**config.mk**
```make
export PLATFORM = sky130hd
export DESIGN_NAME = uart_tx_sequencer
export DESIGN_NICKNAME = d
export VERILOG_FILES = /design/src/rtl/uart_tx_sequencer_pkg.sv /design/src/rtl/uart_tx_fifo.sv /design/src/rtl/uart_tx_sequencer.sv
export SDC_FILE = /design/constraint.sdc
export NUM_CORES = 1
export LEC_CHECK = 0
export BUFFER_PORTS_ARGS = -buffer_cell sky130_fd_sc_hd__buf_4
export CORE_MARGIN = 10
export CORE_UTILIZATION = 50
export DETAILED_ROUTE_END_ITERATION = 16
export HOLD_SLACK_MARGIN = 0.1
export PLACE_DENSITY = 0.8
export SYNTH_ARGS = -nofsm -noshare
export SYNTH_HDL_FRONTEND = slang
export SYNTH_HIERARCHICAL = 1
export SYNTH_SLANG_ARGS = --single-unit
```
**constraint.sdc**
```tcl
create_clock -name clk -period 2.3 [get_ports clk]
set_input_delay 0.46 -clock clk [delete_from_list [all_inputs] [get_ports clk]]
set_output_delay 0.46 -clock clk [all_outputs]
set_load 0.01 [all_outputs]
```
**src/rtl/uart_tx_sequencer_pkg.sv**
```systemverilog
// Shared definitions for the UART transmit sequencer: register map offsets,
// status bit positions, byte-strobe patterns and the sequencer state encoding.
package uart_tx_sequencer_pkg;

  localparam logic [31:0] DIV_OFF  = 32'd0;
  localparam logic [31:0] DAT_OFF  = 32'd4;
  localparam logic [31:0] CTS_OFF  = 32'd8;
  localparam logic [31:0] STAT_OFF = 32'd12;

  // Bit 0 of the send-status register is 1 while the UART is still shifting.
  localparam int STAT_BUSY_BIT = 0;
  // Bit 0 of the CTS register is 1 while the far end is not clear to send.
  localparam int CTS_BLOCK_BIT = 0;

  localparam logic [3:0] WSTRB_WORD = 4'b1111;
  localparam logic [3:0] WSTRB_BYTE = 4'b0001;
  localparam logic [3:0] WSTRB_READ = 4'b0000;

  typedef enum logic [2:0] {
    ST_CFG,
    ST_IDLE,
    ST_CTS,
    ST_POLL,
    ST_WRITE
  } state_t;

endpackage

```
**src/rtl/uart_tx_fifo.sv**
```systemverilog
// Synchronous byte FIFO with extra-MSB pointers; push is ignored when full,
// pop is ignored when empty, simultaneous push and pop are both honoured.
module uart_tx_fifo #(
  parameter int FIFO_DEPTH = 4
) (
  input  logic       clk,
  input  logic       resetn,
  input  logic       i_push,
  input  logic [7:0] i_data,
  input  logic       i_pop,
  output logic [7:0] o_head,
  output logic       o_full,
  output logic       o_empty
);

  localparam int AW = $clog2(FIFO_DEPTH);

  logic [AW:0] r_wptr;
  logic [AW:0] r_rptr;
  logic [7:0]  r_mem [FIFO_DEPTH];
  logic        w_push;
  logic        w_pop;

  assign o_empty = (r_wptr == r_rptr);
  assign o_full  = (r_wptr[AW] != r_rptr[AW]) && (r_wptr[AW-1:0] == r_rptr[AW-1:0]);
  assign w_push  = i_push && !o_full;
  assign w_pop   = i_pop && !o_empty;
  assign o_head  = r_mem[r_rptr[AW-1:0]];

  always_ff @(posedge clk or negedge resetn) begin
    if (!resetn) begin
      r_wptr <= '0;
      r_rptr <= '0;
    end else begin
      if (w_push) r_wptr <= r_wptr + {{AW{1'b0}}, 1'b1};
      if (w_pop)  r_rptr <= r_rptr + {{AW{1'b0}}, 1'b1};
    end
  end

  // Storage carries no reset; the pointers alone define what is valid.
  always_ff @(posedge clk) begin
    if (w_push) r_mem[r_wptr[AW-1:0]] <= i_data;
  end

endmodule

```
**src/rtl/uart_tx_sequencer.sv**
```systemverilog
// Bus master that programs the UART divisor once, then drains a byte FIFO by
// polling send status and writing each byte. Define UART_CTS_GATE_EN to add a CTS wait.
module uart_tx_sequencer
  import uart_tx_sequencer_pkg::*;
#(
  parameter logic [31:0] ADDR       = 32'h0200_0000,
  parameter logic [31:0] DIVISOR    = 32'd104,
  parameter int          FIFO_DEPTH = 4
) (
  input  logic        clk,
  input  logic        resetn,
  input  logic        in_valid,
  input  logic [7:0]  in_data,
  output logic        in_ready,
  output logic        mem_valid,
  output logic [31:0] mem_addr,
  output logic [31:0] mem_wdata,
  output logic [3:0]  mem_wstrb,
  input  logic        mem_ready,
  input  logic [31:0] mem_rdata,
  output logic        cfg_done,
  output logic        busy
);

  state_t      r_state;
  state_t      w_state_nxt;
  logic        r_live;
  logic        r_cfg_done;
  logic        r_mem_valid;
  logic [31:0] r_mem_addr;
  logic [31:0] r_mem_wdata;
  logic [3:0]  r_mem_wstrb;
  logic [7:0]  r_byte;

  logic        w_ack;
  logic        w_issue;
  logic        w_push;
  logic        w_pop;
  logic        w_full;
  logic        w_empty;
  logic        w_cfg_set;
  logic        w_latch_byte;
  logic [7:0]  w_head;
  logic [31:0] w_req_addr;
  logic [31:0] w_req_wdata;
  logic [3:0]  w_req_wstrb;
  logic        w_unused_rdata;

  assign w_unused_rdata = ^mem_rdata[31:1];

  uart_tx_fifo #(
    .FIFO_DEPTH (FIFO_DEPTH)
  ) u_fifo (
    .clk     (clk),
    .resetn  (resetn),
    .i_push  (w_push),
    .i_data  (in_data),
    .i_pop   (w_pop),
    .o_head  (w_head),
    .o_full  (w_full),
    .o_empty (w_empty)
  );

  // r_live holds in_ready and busy low until the first edge after reset release.
  assign w_ack     = r_mem_valid && mem_ready;
  assign in_ready  = r_live && !w_full;
  assign w_push    = in_valid && in_ready;
  assign busy      = r_live && (!w_empty || (r_state != ST_IDLE));
  assign cfg_done  = r_cfg_done;
  assign mem_valid = r_mem_valid;
  assign mem_addr  = r_mem_addr;
  assign mem_wdata = r_mem_wdata;
  assign mem_wstrb = r_mem_wstrb;

  always_ff @(posedge clk or negedge resetn) begin
    if (!resetn) begin
      r_state <= ST_CFG;
    end else begin
      r_state <= w_state_nxt;
    end
  end

  // A request is launched only while the bus is idle, so an ack always leaves
  // one mem_valid=0 cycle before the next state's request goes out.
  always_comb begin
    w_state_nxt  = r_state;
    w_issue      = 1'b0;
    w_req_addr   = ADDR;
    w_req_wdata  = 32'h0;
    w_req_wstrb  = WSTRB_READ;
    w_pop        = 1'b0;
    w_cfg_set    = 1'b0;
    w_latch_byte = 1'b0;
    case (r_state)
      ST_CFG: begin
        w_req_addr  = ADDR + DIV_OFF;
        w_req_wdata = DIVISOR;
        w_req_wstrb = WSTRB_WORD;
        w_issue     = !r_mem_valid;
        if (w_ack) begin
          w_cfg_set   = 1'b1;
          w_state_nxt = ST_IDLE;
        end
      end
      ST_IDLE: begin
        if (!w_empty) begin
`ifdef UART_CTS_GATE_EN
          w_state_nxt = ST_CTS;
`else
          w_state_nxt = ST_POLL;
`endif
        end
      end
`ifdef UART_CTS_GATE_EN
      ST_CTS: begin
        w_req_addr = ADDR + CTS_OFF;
        w_issue    = !r_mem_valid;
        if (w_ack && !mem_rdata[CTS_BLOCK_BIT]) w_state_nxt = ST_POLL;
      end
`endif
      ST_POLL: begin
        w_req_addr = ADDR + STAT_OFF;
        w_issue    = !r_mem_valid;
        if (w_ack && !mem_rdata[STAT_BUSY_BIT]) begin
          w_latch_byte = 1'b1;
          w_state_nxt  = ST_WRITE;
        end
      end
      ST_WRITE: begin
        w_req_addr  = ADDR + DAT_OFF;
        w_req_wdata = {24'h0, r_byte};
        w_req_wstrb = WSTRB_BYTE;
        w_issue     = !r_mem_valid;
        if (w_ack) begin
          w_pop       = 1'b1;
          w_state_nxt = ST_IDLE;
        end
      end
      default: w_state_nxt = ST_IDLE;
    endcase
  end

  always_ff @(posedge clk or negedge resetn) begin
    if (!resetn) begin
      r_live      <= 1'b0;
      r_cfg_done  <= 1'b0;
      r_mem_valid <= 1'b0;
      r_mem_addr  <= 32'h0;
      r_mem_wdata <= 32'h0;
      r_mem_wstrb <= 4'h0;
    end else begin
      r_live <= 1'b1;
      if (w_cfg_set) r_cfg_done <= 1'b1;
      if (w_issue) begin
        r_mem_valid <= 1'b1;
        r_mem_addr  <= w_req_addr;
        r_mem_wdata <= w_req_wdata;
        r_mem_wstrb <= w_req_wstrb;
      end else if (w_ack) begin
        r_mem_valid <= 1'b0;
      end
    end
  end

  // Head byte is captured on entry to WRITE so the data word is fixed for the request.
  always_ff @(posedge clk) begin
    if (w_latch_byte) r_byte <= w_head;
  end

endmodule

```
# After elaboration in Yosys (flattened, before gate mapping)
# Memories as Yosys holds them, arrays and structs flattened. A register that Yosys moved wholly into a read port is not among the register bits.
# Cells that the tools add are included.
[classes] add_sub_neg=2 n_reduce_logical=18 n_eq_ne=10 n_mux=17
[op_table] op="$pmux 4 s2" n=2
[op_table] op="$pmux 8 s2" n=1
[op_table] op="$mux 1" n=10
[op_table] op="$mux 3" n=3
[op_table] op="$pmux 3 s3" n=1
[op_table] op="$logic_and 1x1->1" n=8
[op_table] op="$add 3x1->3 const B" n=2
[op_table] op="$logic_not 1->1" n=4
[op_table] op="$ne 2x2->1 const B" n=2
[op_table] op="$eq 3x1->1 const B" n=1
[op_table] op="$eq 3x2->1 const B" n=1
[op_table] op="$eq 3x3->1" n=1
[op_table] op="$eq 3x3->1 const B" n=1
[op_table] op="$logic_not 3->1" n=1
[op_table] op="$ne 3x1->1 const B" n=1
[op_table] op="$reduce_and 3->1" n=1
[op_table] op="$reduce_or 3->1" n=1
[op_table] op="$eq 2x2->1" n=1
[op_table] op="$ne 2x1->1 const B" n=1
[op_table] op="$reduce_bool 2->1" n=1
[op_table] op="$reduce_or 2->1" n=1
[op_table] op="$logic_or 1x1->1" n=1
[op_table] op="$ne 1x1->1" n=1
[word_totals] word_cells=57 ram_bits=32 n_memories=1 output_inout_bits=72 regBits=80 input_bits=44
[mem_list] memory="u_fifo.r_mem" words=4 width=8 rd=1 rd_ports_with_merged_regs=1 write_ports=1 line_no="uart_tx_fifo.sv:20" source="logic [7:0] r_mem [FIFO_DEPTH];"

# Longest topological paths before layout
# Gate-level depths: netlist (run 1).
[depth] word_depth=8 mapped_depth=10 depth_no_buf=8

# Modules after synthesis
# Netlist (run 1), hierarchy kept.
[by_module_without_submodules] module="uart_tx_fifo" seq_area_each_um2=1111.1 cells_each=93 n_inst=1 area_per_inst_um2=1684.1
[by_module_without_submodules] module="uart_tx_sequencer" seq_area_each_um2=715.7 cells_each=158 n_inst=1 area_per_inst_um2=1564.0

# Worst setup path before layout (run 1)
# OpenSTA, ideal clock, no wires.
[synth_timing] path_kind="register to register" start="register u_fifo.r_rptr[0]" end="memory u_fifo.r_mem[2][0], enable pin" required_time_ns=1.968 setup_ns=0.332 slack_ns=0.082 arrival_time_ns=1.887 period_less_slack_ns=2.218 path_buffers=2 path_stages_with_launch=11 cell_sequence="dfrtp_1 buf_6 xnor2_2 buf_6 nand3_1 inv_1 nor2b_1 and2_1 inv_1 a31oi_2 and2_1"
[synth_via] elab_chain_len=8
[synth_rtl] element="from (decl)" line_no="uart_tx_fifo.sv:19" source="logic [AW:0] r_rptr;"
[synth_rtl] element="from (signal assigned)" line_no="uart_tx_fifo.sv:36" source="if (w_pop) r_rptr <= r_rptr + {{AW{1'b0}}, 1'b1};"
[synth_rtl] element="$eq 2x2->1" line_no="uart_tx_fifo.sv:25" source="assign o_full = (r_wptr[AW] != r_rptr[AW]) && (r_wptr[AW-1:0] == r_rptr[AW-1:0]);"
[synth_rtl] element="$logic_and 1x1->1" line_no="uart_tx_fifo.sv:25"
[synth_rtl] element="via w_full" line_no="uart_tx_sequencer.sv:39" source="logic w_full;"
[synth_rtl] element="$logic_not 1->1" line_no="uart_tx_sequencer.sv:66" source="assign in_ready = r_live && !w_full;"
[synth_rtl] element="$logic_and 1x1->1" line_no="uart_tx_sequencer.sv:66"
[synth_rtl] element="via in_ready" line_no="uart_tx_sequencer.sv:14" source="output logic in_ready,"
[synth_rtl] element="$logic_and 1x1->1" line_no="uart_tx_sequencer.sv:67" source="assign w_push = in_valid && in_ready;"
[synth_rtl] element="via w_push" line_no="uart_tx_sequencer.sv:37" source="logic w_push;"
[synth_rtl] element="$logic_and 1x1->1" line_no="uart_tx_fifo.sv:26" source="assign w_push = i_push && !o_full;"
[synth_rtl] element="$mux 1" line_no="uart_tx_fifo.sv:42" source="if (w_push) r_mem[r_wptr[AW-1:0]] <= i_data;"
[synth_rtl] element="$mux 1 (not written as such)" line_no="uart_tx_fifo.sv:42"
[synth_rtl] element="to (decl)" line_no="uart_tx_fifo.sv:20"
# The timed path passes the listed nets, and every way through them passes these cells.

# Worst setup path after layout (run 1)
[layout_timing] start="register u_fifo.r_wptr[0]" end="output port busy"
[layout_via] elab_chain_len=4
[layout_rtl] element="from (decl)" line_no="uart_tx_fifo.sv:18" source="logic [AW:0] r_wptr;"
[layout_rtl] element="from (signal assigned)" line_no="uart_tx_fifo.sv:35" source="if (w_push) r_wptr <= r_wptr + {{AW{1'b0}}, 1'b1};"
[layout_rtl] element="$eq 3x3->1" line_no="uart_tx_fifo.sv:24" source="assign o_empty = (r_wptr == r_rptr);"
[layout_rtl] element="via w_empty" line_no="uart_tx_sequencer.sv:40" source="logic w_empty;"
[layout_rtl] element="$logic_not 1->1" line_no="uart_tx_sequencer.sv:68" source="assign busy = r_live && (!w_empty || (r_state != ST_IDLE));"
[layout_rtl] element="$logic_or 1x1->1" line_no="uart_tx_sequencer.sv:68"
[layout_rtl] element="$logic_and 1x1->1" line_no="uart_tx_sequencer.sv:68"
[layout_rtl] element="to (decl)" line_no="uart_tx_sequencer.sv:22" source="output logic busy"
# The timed path passes the listed nets, and every way through them passes these cells.

==> results of run 1 <==
==> per-stage QoR <==
stage	instance area [um2]	std cells	power, mW	worst slack [ps]
floorplan	3443	303	2.245	81.80
global placement	3396	359	2.443	206.6
detailed placement	3396	359	2.478	142.0
CTS	3610	376	3.457	75.16
global route	3620	376	3.655	17.65
finish	3620	376	3.463	105.8
==> what timing repair did <==
item | 4_1_cts | 5_1_grt
hold buffers | 1 | 0
setup endpoints to repair | 0 | 1
endpoints found under the hold margin | 25 | 0
setup buffers | 0 | 0
gates resized for setup | 0 | 3
==> synthesized netlist by cell type, types with 2 or more instances <==
library cell	number	area (um2)
o21ai_0	4	20.02
nand3_1	7	35.03
dfrtp_1	25	625.6
nand2_1	12	45.04
o211ai_1	5	37.54
buf_6	2	22.52
nand2b_1	3	18.77
mux4_1	6	157.7
xor2_1	3	26.28
a31oi_1	2	12.51
a21o_1	3	22.52
xnor2_1	2	17.52
o32ai_1	3	26.28
buf_2	7	35.03
and2_1	5	31.28
o21ai_1	8	40.04
buf_4	55	412.9
and3_1	2	12.51
inv_1	6	22.52
xnor2_2	2	32.53
edfxtp_1	40	1201
ha_1	5	62.56
nor2_1	7	26.28
nor3b_1	2	15.01
a21oi_1	11	55.05
conb_1	2	7.510
or3b_1	2	17.52
mux4_2	2	45.04
nor2b_1	2	12.51
==> worst max path at each step <==
stage                                 from                 end  cells after the start
final                     u_fifo/r_wptr[0]                busy                      6
after global routing      u_fifo/r_wptr[0]                busy                      6
after CTS                 u_fifo/r_wptr[0]                busy                      6
after detailed placement  u_fifo/r_rptr[2]  u_fifo/r_mem[2][6]                      8
after global placement    u_fifo/r_rptr[2]  u_fifo/r_mem[2][6]                      8
after floorplan           u_fifo/r_rptr[0]  u_fifo/r_mem[2][0]                     10
==> kinds of logic after synthesis <==
logic type	synth area share [%]
other	0.2312
multiplexers	6.548
AO/OA/AOI/OAI	8.822
flip-flops	56.24
XOR/XNOR	2.851
adder cells (fa/ha/maj)	1.926
AND/OR/NAND/NOR	8.089
buffers and inverters	15.29
==> flip-flops by register name (all words and copies together), names as in the netlist <==
name / flops
u_fifo/r_mem: 32
mem_wdata: 8
r_byte: 8
mem_addr: 3
r_state: 3
u_fifo/r_rptr: 3
u_fifo/r_wptr: 3
mem_wstrb: 2
cfg_done: 1
mem_valid: 1
r_live: 1
==> layout make-up <==
class	count	area, um2	area share, %
Tap cell	77	96.34	2.662
Clock buffer	9	123.9	3.422
Clock inverter	7	80.08	2.212
Timing Repair Buffer	45	340.3	9.402
Sequential cell	65	1828	50.50
Multi-Input combinational cell	167	1129	31.18
Inverter	6	22.52	0.6222
==> metal layers <==
metal  GRT usage [%]  routed length, um  vias to the layer above
li1                -                  -                      882
met1           11.86               2137                      909
met2           19.90               3050                       77
met3           4.870                619                       11
met4           6.630                 89                        0
met5               0                  0                        -
==> cells in the final DEF (no fill, tap or decap), types with 2 or more instances in the layout <==
cell        netlist  routed
a21o_1            3       3
a21oi_1          11      11
a31oi_1           2       2
and2_1            5       4
and3_1            2       2
buf_4            55      44
clkbuf_8          0       9
clkinv_4          0       3
clkinvlp_4        0       2
conb_1            2      54
dfrtp_1          25      24
edfxtp_1         40      40
ha_1              5       5
inv_1             6       6
mux4_1            6       6
mux4_2            2       2
nand2_1          12      12
nand2b_1          3       3
nand3_1           7       7
nor2_1            7       7
nor2b_1           2       2
nor3b_1           2       2
o211ai_1          5       5
o21ai_0           4       4
o21ai_1           8       8
o32ai_1           3       3
or3b_1            2       2
xnor2_2           2       3
xor2_1            3       3
==> power by group through the flow <==
stage                     logic (mW)  clock network [mW]  registers (mW)
after floorplan                0.717                   0            1.53
after global placement         0.877                   0            1.57
after detailed placement       0.905                   0            1.57
after CTS                      0.910               0.998            1.55
after global routing            1.01                1.06            1.58
final                          0.914               0.993            1.56
==> qor.yml, run 1 <==
synth_cell_types: 45
wl_mm: 5.897
path_cells: "xnor2_2 > buf_4 > and3_1 > nor2b_1 > a21boi_1 > buf_4"
io_buffers: 31
cts_max_level: 3
max_stage_delay_ps: 450
p_sw_mw: 1.146
firstDrtPassIters: 4
grt_overflow: 0
hold_depth: 1
tns_ps: 0
rsz0062_at_grt: "no"
sw_frac_of_total_pct: 33.08
dieArea_mm2: 0.01012
grt_use_total_pct: 11.72
gp_congestion: 0.7695
cp-end-kind: "primary output"
tightest_slew_ps: 605.6
slew_violations: 0
die_y_um: 100.6
diodes: 0
max_freq_ghz: 0.4558
antenna_found_initial: 0
setup_viol: 0
tritoncts: "built"
synth_flop_cell: "edfxtp_1"
fin_crit_ps: 2194
pwr-share-comb_pct: 26.4
worst_hold_path.endpoint: "u_fifo/r_mem[3][2]"
synth-seq-area-share_pct: 56.24
clk-insertion-delay-late_ps: 350
cts_sinks: 65
crit_path_max_fanout: 10
p_leak_nw: 1.515
nets: 343
hold_start: "in_data[2]"
synthCells: 251
fin_skew_ps: 4.197
hold_ws_ps: 306.1
hold_class: "primary input to flop"
p_seq_share_pct: 44.9
critPathLaunchType: "flop"
fin_crit_sh_pct: 95.40
crit_arrival_ps: 1730
status: "finished, final reports clean"
rr_worst_depth: 8
syn_area_mm2: 0.003248
ys_warn_count: 6
grt_pass1_wl_mm: 9.335
grt_max_degree: 26
initial_core_util_pct: 51.45
ios: 116
peakVddDrop_v: 0.0004588
cts_root_buf: "clkbuf_8"
path_clk_slew_ps: 80
drive_above_1_share_pct: 23.75
die_w_um: 100.6
dp.final_hpwl_mm: 4.344
synthToLayoutAreaGrowth_pct: 11.44
final_util_pct: 57.33
dr_total_vias: 1879
yosys_register_bits: 65
crit_top_cell: "buf_4"
p_clk_share_pct: 28.7
hold_viol: 0
avgRoutedWirePerCell_um: 15.68
vias_per_cell: 4.997
r2r-start: "u_fifo/r_rptr[2]"
drc: 0
rrSetupSlack_ps: 270
ys_async_sr_fraction_pct: 38.46
crit_family: "flip-flops"
synth_edf_count: 40
num_rows: 29
fillCellCount: 506
cpMaxStageDelayCell: "dfrtp_2"
dr.first_iter.drc_count: 57
p_per_area_mw_per_mm2: 956.8
grt_pass1_vias: 1947
path_class: "flop to primary output"
coreArea_mm2: 0.006314
syn-mean-instance-area_um2: 12.94
cp.buffers_inverters: 2
cap_violations: 0
cts_made_buffers: 9
ant_nets: 0
slew-limit-headroom_pct: 59.63
reg2reg_to: "u_fifo/r_mem[2][5]"
cts_buffer_depth: 2
intPower_mw: 2.318
cp.required_ps: 1840
(Power assumes the default switching activity.)
==> inputs of run 2 (changes only) <==
--- a/config.mk
+++ b/config.mk
@@ -6,11 +6,14 @@
 export NUM_CORES = 1
 export LEC_CHECK = 0
 export BUFFER_PORTS_ARGS = -buffer_cell sky130_fd_sc_hd__buf_4
+export CAP_MARGIN = 5
+export CORE_ASPECT_RATIO = 1.5
 export CORE_MARGIN = 10
-export CORE_UTILIZATION = 50
+export CORE_UTILIZATION = 52
+export CTS_BUF_LIST = sky130_fd_sc_hd__clkbuf_8
 export DETAILED_ROUTE_END_ITERATION = 16
 export HOLD_SLACK_MARGIN = 0.1
-export PLACE_DENSITY = 0.8
+export PLACE_DENSITY = 0.83
 export SYNTH_ARGS = -nofsm -noshare
 export SYNTH_HDL_FRONTEND = slang
 export SYNTH_HIERARCHICAL = 1
==> qor.yml, run 2 (synthesis results as in run 1) <==
grt_max_degree: 26  # unchanged
crit_path_max_fanout: 10  # unchanged
nets: 344  # was 343
final_cell_mix: "conb_1, buf_4, edfxtp_1"  # unchanged
grt_pass1_wl_mm: 9.342  # was 9.335 mm
crit_family: "flip-flops"  # unchanged
dp_cells: 356  # was 359
initial_core_util_pct: 52.98  # was 51.45%
drive_above_1_share_pct: 24.00  # was 23.75%
design_area_mm2: 0.003642  # was 0.003620 mm2
cpMaxStageDelayCell: "dfrtp_2"  # unchanged
cts_sinks: 65  # unchanged
rrSetupSlack_ps: 180  # was 270 ps
io_buffers: 31  # unchanged
max_stage_delay_ps: 450  # about the same
slew_violations: 0  # unchanged
vias_per_cell: 4.997  # about the same
hold_class: "primary input to flop"  # unchanged
dr_total_vias: 1869  # was 1879
worst_slack_ps: 108.5  # was 105.8 ps
p_total_mw: 3.524  # was 3.463 mW
tns_ps: 0  # unchanged
grt_overflow: 0  # unchanged
cts_max_level: 3  # unchanged
drc: 0  # unchanged
dieArea_mm2: 0.009873  # was 0.01012 mm2
reg2reg_to: "u_fifo/r_mem[2][4]"  # was u_fifo/r_mem[2][5]
largest_reg_flops: 32  # unchanged
num_rows: 35  # was 29
grt_pass1_vias: 1938  # was 1947
path_class: "flop to primary output"  # unchanged
setup_viol: 0  # unchanged
dr.first_iter.drc_count: 117  # was 57
layout.cells.non_filler: 374  # was 376
ios: 116  # unchanged
hold_ws_ps: 308.3  # was 306.1 ps
dp_slack_ps: 91.08  # was 142.0 ps
diodes: 0  # unchanged
dp.final_hpwl_mm: 4.419  # was 4.344 mm
final_util_pct: 59.41  # was 57.33%
peakVddDrop_v: 0.0006329  # was 0.0004588 V
cts_made_buffers: 9  # unchanged
worst_hold_path.endpoint: "u_fifo/r_mem[0][6]"  # was u_fifo/r_mem[3][2]
avgRoutedWirePerCell_um: 15.34  # was 15.68 um
cp.buffers_inverters: 2  # unchanged
clk-insertion-delay-late_ps: 340  # was 350 ps
path_clk_slew_ps: 80  # about the same
die_w_um: 84.53  # was 100.6 um
layout_commonest_cell: "conb_1"  # unchanged
fin_skew_ps: 8.055  # was 4.197 ps
cp-end-kind: "primary output"  # unchanged
firstDrtPassIters: 4  # unchanged
crit_arrival_ps: 1730  # about the same
max_freq_ghz: 0.4563  # was 0.4558 GHz
fin_crit_ps: 2192  # was 2194 ps
tritoncts: "built"  # unchanged
critPathLaunchType: "flop"  # unchanged
antenna_found_initial: 0  # unchanged
p_leak_nw: 1.528  # was 1.515 nW
ant_nets: 0  # unchanged
cts_buffer_depth: 2  # unchanged
hold_start: "in_data[6]"  # was in_data[2]
gp_congestion: 0.8162  # was 0.7695
wl_mm: 5.738  # was 5.897 mm
cts_root_buf: "clkbuf_8"  # unchanged
status: "finished, final reports clean"  # unchanged
rr_worst_depth: 9  # was 8
hold_viol: 0  # unchanged
fin_crit_sh_pct: 95.28  # was 95.40%
placedInstanceArea_mm2: 0.003392  # was 0.003396 mm2
coreArea_mm2: 0.006131  # was 0.006314 mm2
synthToLayoutAreaGrowth_pct: 12.13  # was 11.44%
hold_depth: 1  # unchanged
grt_use_total_pct: 12.00  # was 11.72%
r2r-start: "u_fifo/r_wptr[0]"  # was u_fifo/r_rptr[2]
cp.required_ps: 1840  # about the same
path_cells: "xnor2_2 > buf_6 > and3_1 > nor2b_1 > a21boi_1 > buf_4"  # was xnor2_2 > buf_4 > and3_1 > nor2b_1 > a21boi_1 > buf_4
p_per_area_mw_per_mm2: 967.6  # was 956.8 mW/mm2
cap_violations: 0  # unchanged
die_y_um: 116.8  # was 100.6 um
[run 2: changes by cell type in the layout (fill, tap and decap cells not counted)]
cell | before | now
clkinv_4 | 3 | 0
inv_6 | 1 | 4
buf_6 | 0 | 1
clkinvlp_4 | 2 | 1
inv_8 | 0 | 1
xnor2_2 | 3 | 2
xnor2_4 | 0 | 1
[run 2: worst max-delay path by stage]
stage | start | end | slack (ps) | depth (start not counted)
finish | u_fifo/r_wptr[0] | busy | 110 | 6
global route | u_fifo/r_wptr[0] | busy | -7 | 6
CTS | u_fifo/r_rptr[2] | u_fifo/r_mem[2][1] | 60 | 8
detailed placement | u_fifo/r_rptr[2] | u_fifo/r_mem[2][5] | 90 | 8
global placement | u_fifo/r_rptr[2] | u_fifo/r_mem[2][5] | 140 | 8
floorplan | u_fifo/r_rptr[0] | u_fifo/r_mem[2][0] | 80 | 10
[run 2: layout make-up]
| class | count | area (um2) |
|---|---|---|
| multi-input combinational | 167 | 1140 |
| sequential | 65 | 1828 |
| timing repair buffer | 46 | 351.6 |
| clock inverter | 7 | 83.83 |
| clock buffer | 9 | 123.9 |
| fill | 507 | 2489 |
| inverter | 6 | 22.52 |
| tap | 74 | 92.59 |
[run 2: worst register-to-register path, stage by stage, from the launching register on]
cell and delay (ps):
dfrtp_2 450, xnor2_2 160, buf_4 140, nand3_1 70
inv_1 40, nor2b_1 130, and2_1 220, inv_1 70
a31oi_2 220, and2_2 320
[run 2: power breakdown]
group	internal (mW)	leakage [nW]	switching, mW
Combinational	0.436	0.750	0.564
Sequential	1.41	0.676	0.113
Clock	0.522	0.103	0.481
[run 2: repair_timing]
item,in CTS,in global routing
endpoints found under the setup margin,1,9
hold buffers,1,0
endpoints found under the hold margin,25,0
gates resized for setup,1,4
pin swaps,0,1
buffers inserted,0,1
[run 2: metal layers]
layer	vias to the layer above	part of all wire [%]	track usage, %
li1	884	-	-
met1	885	34	11.29
met2	88	54	20.90
met3	12	9.9	5.402
met4	0	2.3	7.379
met5	-	0	0
==> inputs of run 3 (changes only) <==
--- a/config.mk
+++ b/config.mk
@@ -12,7 +12,7 @@
 export CORE_UTILIZATION = 52
 export CTS_BUF_LIST = sky130_fd_sc_hd__clkbuf_8
 export DETAILED_ROUTE_END_ITERATION = 16
-export HOLD_SLACK_MARGIN = 0.1
+export HOLD_SLACK_MARGIN = 0.05
 export PLACE_DENSITY = 0.83
 export SYNTH_ARGS = -nofsm -noshare
 export SYNTH_HDL_FRONTEND = slang
==> constraint.sdc (replaced) <==
create_clock -name clk -period 2.3 [get_ports clk]
set_input_delay 0.115 -clock clk [delete_from_list [all_inputs] [get_ports clk]]
set_output_delay 0.115 -clock clk [all_outputs]
set_load 0.01 [all_outputs]
==> qor.yml, run 3 (synthesis results as in run 1) <==
grt_max_degree: 26  # unchanged
final_util_pct: 60.24  # was 59.41%
critPathLaunchType: "flop"  # unchanged
setup_viol: 0  # unchanged
fin_crit_ps: 2067  # was 2192 ps
tritoncts: "built"  # unchanged
slew_violations: 0  # unchanged
cp.buffers_inverters: 2  # unchanged
io_buffers: 31  # unchanged
grt_overflow: 0  # unchanged
grt_pass1_wl_mm: 9.763  # was 9.342 mm
cap_violations: 0  # unchanged
wl_mm: 6.068  # was 5.738 mm
p_leak_nw: 1.551  # was 1.528 nW
dp.final_hpwl_mm: 4.245  # was 4.419 mm
cts_made_buffers: 9  # unchanged
hold_class: "primary input to flop"  # unchanged
grt_pass1_vias: 2027  # was 1938
diodes: 0  # unchanged
rsz0062_at_grt: "no"
crit_top_cell: "inv_1"
drive_above_1_share_pct: 22.08  # was 24.00%
num_rows: 35  # unchanged
cts_root_buf: "clkbuf_8"  # unchanged
tightest_slew_ps: 620.2
initial_core_util_pct: 52.98  # unchanged
clk-insertion-delay-late_ps: 340  # about the same
synthToLayoutAreaGrowth_pct: 13.71  # was 12.13%
path_class: "flop to flop"  # was flop to primary output
avgRoutedWirePerCell_um: 15.88  # was 15.34 um
cts_max_level: 3  # unchanged
layout_commonest_cell: "conb_1"  # unchanged
antenna_found_initial: 0  # unchanged
nets: 352  # was 344
ios: 116  # unchanged
vias_per_cell: 4.961  # was 4.997
design_area_mm2: 0.003694  # was 0.003642 mm2
hold_ws_ps: 100.7  # was 308.3 ps
tns_ps: 0  # unchanged
slew-limit-headroom_pct: 58.66
drc: 0  # unchanged
status: "finished, final reports clean"  # unchanged
hold_viol: 0  # unchanged
crit_arrival_ps: 2100  # was 1730 ps
path_clk_slew_ps: 70  # was 80 ps
placedInstanceArea_mm2: 0.003392  # unchanged
max_freq_ghz: 0.4838  # was 0.4563 GHz
dr.first_iter.drc_count: 72  # was 117
largest_reg_flops: 32  # unchanged
ant_nets: 0  # unchanged
die_w_um: 84.53  # unchanged
firstDrtPassIters: 4  # unchanged
peakVddDrop_v: 0.0008694  # was 0.0006329 V
cts_buffer_depth: 2  # unchanged
dieArea_mm2: 0.009873  # unchanged
path_cells: "xor2_2 > nand3_1 > inv_1 > nor2b_1 > and2_1 > inv_1 > a31oi_2 > and2_2"  # was xnor2_2 > buf_6 > and3_1 > nor2b_1 > a21boi_1 > buf_4
coreArea_mm2: 0.006131  # unchanged
cp.required_ps: 2330  # was 1840 ps
die_y_um: 116.8  # unchanged
cts_sinks: 65  # unchanged
fin_crit_sh_pct: 89.87  # was 95.28%
fin_skew_ps: 10.45  # was 8.055 ps
p_per_area_mw_per_mm2: 939.1  # was 967.6 mW/mm2
cp-end-kind: "flop"  # was primary output
gp_congestion: 0.7637  # was 0.8162
grt_use_total_pct: 12.45  # was 12.00%
max_stage_delay_ps: 460  # was 450 ps
crit_family: "simple AND/OR/NAND/NOR gates"  # was flip-flops
final_cell_mix: "conb_1, buf_4, edfxtp_1"  # unchanged
dr_total_vias: 1895  # was 1869
cpMaxStageDelayCell: "dfrtp_1"  # was dfrtp_2
crit_path_max_fanout: 8  # was 10
==> run 3: final timing paths <==
check | startpoint | end | slack [ps] | cells after the start
max | u_fifo/r_rptr[2] | u_fifo/r_mem[2][4] | 230 | 8
min | mem_rdata[0] | r_state[1] | 100 | 3
max reg2reg | u_fifo/r_rptr[2] | u_fifo/r_mem[2][4] | 230 | 8
min reg2reg | cfg_done | cfg_done | 480 | 1
max in group asynchronous | resetn | u_fifo/r_wptr[0] | 1830 | 2
min in group asynchronous | resetn | cfg_done | 220 | 2
==> run 3: worst min-delay path: cells and delay by family <==
family | cells | cell delay (ps)
buffers and inverters | 1 | 120
and+or+nand+nor | 1 | 90
AOI/OAI and AO/OA | 1 | 70
==> run 3: what timing repair did <==
item	CTS	global route
setup buffers	0	0
hold buffers	10	0
setup endpoints to repair	0	8
gates resized for setup	0	1
endpoints found under the hold margin	58	0
==> run 3: cell type report <==
class | instances | area (um2)
Fill cell | 490 | 2437
Inverter | 6 | 22.52
Sequential cell | 65 | 1827
Tap cell | 74 | 92.59
Clock buffer | 9 | 123.9
Clock inverter | 7 | 76.32
Multi-Input combinational cell | 167 | 1121
Timing Repair Buffer | 54 | 430.4
==> run 3: through the flow <==
stage	std cells	setup slack (ps)	total power, mW
floorplan	303	81.80	2.245
global placement	356	111.1	2.464
detailed placement	356	102.2	2.494
CTS	382	63.18	3.484
global route	382	98.04	3.660
finish	382	233.0	3.468
==> run 3: power by group <==
part | switching, mW | leakage [nW] | total, mW | internal, mW
Combinational | 0.530 | 0.776 | 0.945 | 0.415
Sequential | 0.138 | 0.677 | 1.54 | 1.41
Clock | 0.470 | 0.0983 | 0.979 | 0.509
Total | 1.14 | 1.55 | 3.47 | 2.33
==> run 3: metal layers <==
metal / vias up / GRT usage [%] / part of all wire [%]
li1: 899 / - / -
met1: 916 / 10.84 / 32
met2: 69 / 23.02 / 55
met3: 11 / 6.371 / 10
met4: 0 / 5.727 / 2.2
met5: - / 0 / 0
